===== src/rtl/audio_pkg.sv =====
// Shared constants and helpers for the audio gain stage.
//   gain_unity : value of unity gain for a Q1.(gain_w-1) unsigned gain word
//   sat_signed : clamp a signed value into the range of a width-bit signed word
//   ramp_step  : next ramped gain given current value, target and max step
package audio_pkg;

  function automatic int gain_unity(input int gain_w);
    return 1 << (gain_w - 1);
  endfunction

  function automatic logic signed [63:0] sat_signed(input logic signed [63:0] v,
                                                    input int width);
    logic signed [63:0] hi;
    logic signed [63:0] lo;
    hi = (64'sd1 <<< (width - 1)) - 64'sd1;
    lo = -(64'sd1 <<< (width - 1));
    if (v > hi)      return hi;
    else if (v < lo) return lo;
    else             return v;
  endfunction

  // Within one step of the target we land on it exactly, so the ramp never
  // overshoots or oscillates around a target that is not a step multiple.
  function automatic int ramp_step(input int cur, input int target, input int step);
    int diff;
    diff = target - cur;
    if (diff > step)       return cur + step;
    else if (diff < -step) return cur - step;
    else                   return target;
  endfunction

endpackage


===== src/rtl/gain_sat_lane.sv =====
// One audio channel of the gain stage: multiply, round, saturate, clip detect.
//   clk_in, rst_n_in : clock and async active-low reset
//   en_mul_in        : register the product of sample_in and gain_in
//   en_out_in        : register the rounded/saturated result (product stage valid)
//   clip_clr_in      : clear the sticky clip flag (a new clip in the same cycle wins)
//   sample_in        : signed input sample
//   gain_in          : unsigned Q1.(GAIN_W-1) gain
//   sample_out       : scaled sample, held between strobes
//   clip_out         : sticky saturation flag
module gain_sat_lane
  import audio_pkg::*;
#(
  parameter int WIDTH  = 8,
  parameter int GAIN_W = 8
) (
  input  logic                    clk_in,
  input  logic                    rst_n_in,
  input  logic                    en_mul_in,
  input  logic                    en_out_in,
  input  logic                    clip_clr_in,
  input  logic [WIDTH-1:0]        sample_in,
  input  logic [GAIN_W-1:0]       gain_in,
  output logic [WIDTH-1:0]        sample_out,
  output logic                    clip_out
);

  localparam int P_W = WIDTH + GAIN_W + 1;

  logic signed [P_W-1:0]   a_ext;
  logic signed [P_W-1:0]   g_ext;
  logic signed [P_W-1:0]   p_d, p_q;
  logic signed [P_W:0]     sum;
  logic signed [P_W:0]     r;
  logic signed [63:0]      r_ext;
  logic signed [63:0]      s_ext;
  logic                    sat;
  logic [WIDTH-1:0]        sample_d, sample_q;
  logic                    clip_d, clip_q;

  localparam logic signed [P_W:0] ROUND_C = (P_W+1)'(2 ** (GAIN_W - 2));

  always_comb begin
    // Gain is unsigned; a zero MSB keeps it positive in the signed multiply.
    a_ext = P_W'($signed(sample_in));
    g_ext = P_W'($signed({1'b0, gain_in}));
    p_d   = en_mul_in ? (a_ext * g_ext) : p_q;

    // Round half up, then drop the fractional gain bits.
    sum   = (P_W+1)'(p_q) + ROUND_C;
    r     = sum >>> (GAIN_W - 1);
    r_ext = 64'(r);
    s_ext = sat_signed(r_ext, WIDTH);
    sat   = (s_ext != r_ext);

    sample_d = en_out_in ? WIDTH'(s_ext) : sample_q;

    clip_d = clip_q;
    if (clip_clr_in)          clip_d = 1'b0;
    if (en_out_in && sat)     clip_d = 1'b1;
  end

  always_ff @(posedge clk_in or negedge rst_n_in) begin
    if (!rst_n_in) begin
      p_q      <= '0;
      sample_q <= '0;
      clip_q   <= 1'b0;
    end else begin
      p_q      <= p_d;
      sample_q <= sample_d;
      clip_q   <= clip_d;
    end
  end

  assign sample_out = sample_q;
  assign clip_out   = clip_q;

endmodule


===== src/rtl/audio_gain_ramp.sv =====
// Multi-channel fractional gain stage with per-sample gain ramping and mute.
//   clk_in, rst_n_in : clock; reset asserts asynchronously, releases synchronously
//   gain_in          : target gain, unsigned Q1.(GAIN_W-1)
//   mute_in          : forces the target to 0 (ramps down)
//   clip_clr_in      : clears all sticky clip flags
//   sample_in        : NUM_CH packed signed samples, ch0 in the LSBs
//   valid_in         : single-cycle sample strobe
//   sample_out       : scaled, saturated samples (held between strobes)
//   valid_out        : valid_in delayed by two cycles
//   clip_out         : sticky per-channel saturation flags
//   gain_cur_out     : current ramped gain
//   ramp_busy_out    : current gain differs from the effective target
// Handshake: valid_in/valid_out are one-cycle strobes with no back-pressure;
// every strobed sample vector emerges exactly two cycles later.
module audio_gain_ramp
  import audio_pkg::*;
#(
  parameter int WIDTH     = 8,
  parameter int NUM_CH    = 2,
  parameter int GAIN_W    = 8,
  parameter int RAMP_STEP = 4
) (
  input  logic                    clk_in,
  input  logic                    rst_n_in,
  input  logic [GAIN_W-1:0]       gain_in,
  input  logic                    mute_in,
  input  logic                    clip_clr_in,
  input  logic [NUM_CH*WIDTH-1:0] sample_in,
  input  logic                    valid_in,
  output logic [NUM_CH*WIDTH-1:0] sample_out,
  output logic                    valid_out,
  output logic [NUM_CH-1:0]       clip_out,
  output logic [GAIN_W-1:0]       gain_cur_out,
  output logic                    ramp_busy_out
);

  // Reset synchroniser: the core sees reset immediately, but release is
  // aligned to the clock so no flop leaves reset on a partial edge.
  logic [1:0] rst_sync_d, rst_sync_q;
  logic       rst_n;

  always_comb rst_sync_d = {rst_sync_q[0], 1'b1};

  always_ff @(posedge clk_in or negedge rst_n_in) begin
    if (!rst_n_in) rst_sync_q <= '0;
    else           rst_sync_q <= rst_sync_d;
  end

  assign rst_n = rst_sync_q[1];

  // Ramp controller and valid pipeline.
  logic [GAIN_W-1:0] target;
  logic [GAIN_W-1:0] gain_cur_d, gain_cur_q;
  logic              busy_d, busy_q;
  logic              v1_d, v1_q;
  logic              vout_d, vout_q;

  always_comb begin
    target = mute_in ? '0 : gain_in;
    // The lanes multiply by gain_cur_q, i.e. the gain before this edge's step.
    gain_cur_d = gain_cur_q;
    if (valid_in)
      gain_cur_d = GAIN_W'(ramp_step(int'(gain_cur_q), int'(target), RAMP_STEP));
    busy_d = (gain_cur_d != target);
    v1_d   = valid_in;
    vout_d = v1_q;
  end

  always_ff @(posedge clk_in or negedge rst_n) begin
    if (!rst_n) begin
      gain_cur_q <= '0;
      busy_q     <= 1'b0;
      v1_q       <= 1'b0;
      vout_q     <= 1'b0;
    end else begin
      gain_cur_q <= gain_cur_d;
      busy_q     <= busy_d;
      v1_q       <= v1_d;
      vout_q     <= vout_d;
    end
  end

  // Per-channel datapath.
  logic [WIDTH-1:0] lane_out [NUM_CH];

  for (genvar ch = 0; ch < NUM_CH; ch++) begin : g_lane
    gain_sat_lane #(
      .WIDTH  (WIDTH),
      .GAIN_W (GAIN_W)
    ) u_lane (
      .clk_in      (clk_in),
      .rst_n_in    (rst_n),
      .en_mul_in   (valid_in),
      .en_out_in   (v1_q),
      .clip_clr_in (clip_clr_in),
      .sample_in   (sample_in[ch*WIDTH +: WIDTH]),
      .gain_in     (gain_cur_q),
      .sample_out  (lane_out[ch]),
      .clip_out    (clip_out[ch])
    );
  end

  always_comb begin
    sample_out = '0;
    for (int ch = 0; ch < NUM_CH; ch++)
      sample_out[ch*WIDTH +: WIDTH] = lane_out[ch];
  end

  assign valid_out     = vout_q;
  assign gain_cur_out  = gain_cur_q;
  assign ramp_busy_out = busy_q;

endmodule


===== config.mk =====
export PLATFORM = sky130hd
export DESIGN_NAME = audio_gain_ramp
export DESIGN_NICKNAME = d
export VERILOG_FILES = /design/src/rtl/audio_pkg.sv /design/src/rtl/gain_sat_lane.sv /design/src/rtl/audio_gain_ramp.sv
export SDC_FILE = /design/constraint.sdc
export NUM_CORES = 1
export LEC_CHECK = 0
export BUFFER_PORTS_ARGS = -buffer_cell sky130_fd_sc_hd__buf_2
export CORE_AREA = 2 2 153 155
export CTS_CLUSTER_DIAMETER = 200
export DETAILED_ROUTE_END_ITERATION = 6
export DIE_AREA = 0 0 155 157
export GPL_TIMING_DRIVEN = 0
export SYNTH_ARGS = -nofsm -noshare
export SYNTH_HDL_FRONTEND = slang
export SYNTH_SLANG_ARGS = --single-unit

===== constraint.sdc =====
create_clock -name clk_in -period 1.5 [get_ports clk_in]
set_input_delay 0.225 -clock clk_in [delete_from_list [all_inputs] [get_ports clk_in]]
set_output_delay 0.225 -clock clk_in [all_outputs]
set_load 0.005 [all_outputs]

# == Yosys cells after proc, flatten, opt, wreduce, memory -nomap -nowiden ==
# Index checks and enable logic that the tools add are counted.
# word_totals
register_bits,65
in_bits,29
out_inout_bits,28
elab_cells,42
# classes
n_addsub,5
mul,2
n_lt_le_gt_ge,6
n_eq_ne,3
mux,11
n_reduce_logical,4
# ops
op,count
two-way mux 64 bit,4
!= test 64 x 11 -> 1 bit,2
adder 17 x 8 -> 18 bit (second input constant),2
multiplier 8 x 9 -> 17 bit,2
two-way mux 8 bit,4
greater-than comparator 11 x 8 -> 1 bit (second input constant),2
< comparator 11 x 8 -> 1 bit (second input constant),2
greater-than comparator 9 x 4 -> 1 bit (second input constant),1
< comparator 9 x 3 -> 1 bit (second input constant),1
subtractor 8 x 8 -> 9 bit,1
adder 8 x 3 -> 8 bit (second input constant),1
!= test 8 bit,1
subtractor 8 x 3 -> 8 bit (second input constant),1
nonzero test 2 bit,2
two-way mux 1 bit,3
logical AND 1 bit,2

# == Logic depth before layout (Yosys ltp) ==
# depth
ltp_word,7
ltp_mapped,22
mapped_depth_nobuf,19

# == Modules after synthesis ==
# From an unflattened synthesis, not the netlist that was laid out.
# hier_totals
hier_cells,936
hier_area_um2,8269.2
# by_module_without_submodules
mod,n_inst,cells_each,area_per_inst_um2,seq_area_each_um2
gain_sat_lane (g_lane[1].u_lane),1,374,3333.2,500.5
gain_sat_lane (g_lane[0].u_lane),1,360,3283.1,500.5
audio_gain_ramp,1,202,1652.8,325.3

# == Least setup slack after synthesis ==
# Ideal clock, no wire load.
# synth_timing
path_kind,register -> register
start,"register gain_cur_q[4], in the netlist gain_cur_out[4]"
end,register g_lane[1].u_lane.p_q[14]
arrival_time_ps,4831
required_ps,1375
path_slack_ps,-3456
stages_incl_launch_ff,20
n_path_buf,3
synth_period_minus_slack_ps,4956
cell_sequence,dfrtp_1 -> clkbuf_1 -> clkbuf_1 -> clkbuf_1 -> nand2_1 -> fa_1 -> fa_1 -> inv_1 -> fa_1 -> inv_1 -> fa_1 -> inv_1 -> ha_1 -> a21oi_1 -> o21bai_1 -> a21oi_1 -> o211ai_1 -> a21oi_1 -> xnor2_1 -> mux2_2
# synth_via
elab_chain_len,1
# synth_lines
element,line_no,source
from (decl),audio_gain_ramp.sv:53,"logic [GAIN_W-1:0] gain_cur_d, gain_cur_q;"
from (signal assigned),audio_gain_ramp.sv:76,gain_cur_q <= gain_cur_d;
multiplier 8 x 9 -> 17 bit,gain_sat_lane.sv:46,p_d = en_mul_in ? (a_ext * g_ext) : p_q;
to (signal assigned),gain_sat_lane.sv:68,p_q <= p_d;
to (decl),gain_sat_lane.sv:31,"logic signed [P_W-1:0] p_d, p_q;"
# No other way between the ends.
# A chain may end at the register's enable or synchronous reset.

# == Worst setup path after layout ==
# layout_timing
start,"register gain_cur_q[4], in the netlist gain_cur_out[4]"
end,register g_lane[1].u_lane.p_q[16]
# Same word-level chain as after synthesis.

==> results_dict.tcl <==
set metrics [dict create \
    use_met3_pct 2.06 \
    grt.overflow.total 0 \
    maxSlewHeadroom_pct 37.7 \
    maxCapViolations 0 \
    path_class "reg2reg" \
    top_usage_layer "met2" \
    start_kind "flop" \
    synth_nets 1081 \
    dpl.cell_count 1227 \
    initial_core_util_pct 34.6 \
    clock_latency_ns 0.31 \
    min_path_type "in2reg" \
    post-place-ws_ns -3.41 \
    synth-seq-area-share_pct 17.1 \
    rsz0062_at_grt "true" \
    wl_per_cell_um 15.7 \
    synthCells 886 \
    grtUsageMet2_pct 30.3 \
    period_share_pct 302 \
    fin_cells 1308 \
    yosysTopAreaCell "fa_1" \
    synthArstFlopShare_pct 100 \
    first_pass_iters 4 \
    fp-row-count 55 \
    yosysTopAreaCellShare_pct 18.3 \
    min_path_cells 2 \
    hold_violations 0 \
    fill_cells 2145 \
    placed_cell_area_um2 8830 \
    diodes 0 \
    outcome "finished with violations" \
    cp_max_fo 6 \
    dieArea_um2 24300 \
    final_cell_area_um2 10300 \
    drt_iter0_drc 260 \
    grt_pass1_wl_um 34200 \
    cts.sinks 53 \
    violations "negative setup slack" \
    grt_max_degree 52 \
    ys_top_cells_by_area "fa_1, dfrtp_1, ha_1" \
    coreArea_um2 22500 \
    die_w_um 155 \
    setup_violations 49 \
    num-nets-final 1217 \
    worst-r2r-cell-count 19 \
    worstHoldStart "clip_clr_in" \
    ys_types 75 \
    critPathCaptureType "flop" \
    min_period_ns 4.54 \
    finalSetupTns_ns -87.51 \
    cts_made_buffers 5 \
    ys.warnings.count 0 \
    ys_top_cells_by_count "inv_1, ha_1, and2_1" \
    vias 6739 \
    drive_gt1_share_pct 31.8 \
    h-tree-depth 2 \
    drt-total-wl_um 20500 \
    synth_area_per_cell_um2 8.78 \
    root_buffer "clkbuf_16" \
    clock_skew_ns 0.00961 \
    drc 0 \
    maxClockFrequency_ghz 0.220 \
    r2r_slack_ns -3.04 \
    syn2layout_area_growth_pct 32.3 \
    clk_pin_slew_ns 0.08 \
    synth_edf_count 0 \
    hpwl_um 15200 \
    arrival_ns 4.70 \
    drv_slew 0 \
    grtUsageTotal_pct 17.3 \
    critPathRequiredTime_ns 1.67 \
    vias_per_cell 5.15 \
    synth_most_common_cell "inv_1" \
    antenna_left 0 \
    grt_use_met1_pct 23.0 \
    cts_tree "built" \
    cts_buffer_depth 2 \
    setup_ws_ns -3.04 \
    ys_ff_latch 53 \
    syn_area_um2 7780 \
    tightest_slew_ns 0.935 \
    hold_end "g_lane[1].u_lane.clip_out$_DFFE_PN0P_" \
    num_io_pins 57 \
    crit-reg2reg-launch "gain_cur_out[4]$_DFF_PN0_" \
    port_buffers 56 \
    grt_pass1_vias 6915 \
    antenna_found_initial 0 \
    routabilityCongestion 0.886 \
    synthFlopType "dfrtp_1" \
    r2r-end "g_lane[1].u_lane.p_q[16]$_DFFE_PN0P_" \
    die_height_um 157 \
]
-- worst max path at each step --
stage | to | slack (ns) | startpoint | cells after the start
floorplan | g_lane[1].u_lane.p_q[14]$_DFFE_PN0P_ | -2.86 | gain_cur_out[4]$_DFF_PN0_ | 19
global placement | g_lane[1].u_lane.p_q[14]$_DFFE_PN0P_ | -3.34 | gain_cur_out[6]$_DFF_PN0_ | 17
detailed placement | g_lane[1].u_lane.p_q[14]$_DFFE_PN0P_ | -3.41 | gain_cur_out[6]$_DFF_PN0_ | 17
CTS | g_lane[1].u_lane.p_q[16]$_DFFE_PN0P_ | -3.03 | gain_cur_out[4]$_DFF_PN0_ | 20
global route | g_lane[0].u_lane.p_q[15]$_DFFE_PN0P_ | -3.17 | gain_cur_out[4]$_DFF_PN0_ | 19
finish | g_lane[1].u_lane.p_q[16]$_DFFE_PN0P_ | -3.04 | gain_cur_out[4]$_DFF_PN0_ | 19
-- final cells by class --
cell class              count  area (um2)  share of cell area [%]
clock buffers               5         125                    1.22
multi-input cells         673        6680                    64.9
plain buffers              34         345                    3.36
well taps                 285         357                    3.47
clock inverters             3        26.3                   0.255
repair buffers            131         945                    9.18
flip-flops and latches     53        1340                    13.0
inverters                 124         473                    4.60
-- layout by cell type (no fill, tap or decap), drive strengths merged, types with 30 or more instances in the layout --
master,n
nand2,62
inv,121
dfrtp,53
nor2,60
o21ai,37
xnor2,30
fa,71
ha,95
and2,85
buf,143
-- kinds of logic (layout without fill, tap and decap cells) --
logic type / count (synthesis) / in the layout / share of synthesized area, %
DFF: 53 / 53 / 17.1
and+or+nand+nor: 294 / 294 / 20.3
adders and majority gates: 166 / 166 / 33.6
xor gates and xnor gates: 47 / 47 / 5.29
AOI/OAI and AO/OA: 150 / 150 / 13.6
other: 1 / 1 / 0.0482
muxes: 15 / 15 / 2.11
buffers and inverters: 160 / 297 / 8.03
-- registers in the layout, indices dropped and copies added (netlist names) --
name and cells:
g_lane.u_lane.clip_out 2, v1_q 1, valid_out 1, rst_sync_q 2
g_lane.u_lane.sample_out 16, gain_cur_out 8, ramp_busy_out 1, g_lane.u_lane.p_q 22
-- worst max-delay path: stages, from the launching register on --
cell	delay [ns]
dfrtp_2	0.45
clkbuf_16	0.18
buf_12	0.13
and2_4	0.15
fa_1	0.44
ha_1	0.30
inv_2	0.04
fa_1	0.52
fa_1	0.55
inv_2	0.05
ha_4	0.22
a21o_1	0.22
a21oi_4	0.19
o21bai_4	0.11
a21oi_4	0.19
buf_6	0.13
o211ai_1	0.11
a31oi_1	0.20
xnor2_1	0.15
a21oi_1	0.08
-- stage by stage --
stage               utilization (%)  hold WS (ns)
detailed placement             39.2        0.0119
global route                   45.7         0.116
global placement               39.2        0.0100
finish                         45.7         0.118
CTS                            43.5         0.110
floorplan                         -       -0.0706
-- routing by layer --
metal / wire length (um) / part of all wire [%]
met1: 9550 / 47
met2: 10100 / 49
met3: 591 / 2.9
met4: 290 / 1.4
met5: 0 / 0
-- repair_timing --
item / 4_1_cts / 5_1_grt
endpoints found under the setup margin: 49 / 57
gates resized for setup: 96 / 84
hold buffers: 1 / 0
pin swaps: 47 / 65
setup buffers: 51 / 25
cloned: 1 / 0
endpoints found under the hold margin: 2 / 0
Power is left out: the tool's default activity adds up to more than one toggle a clock period on the data nets, which glitch-free logic cannot reach.
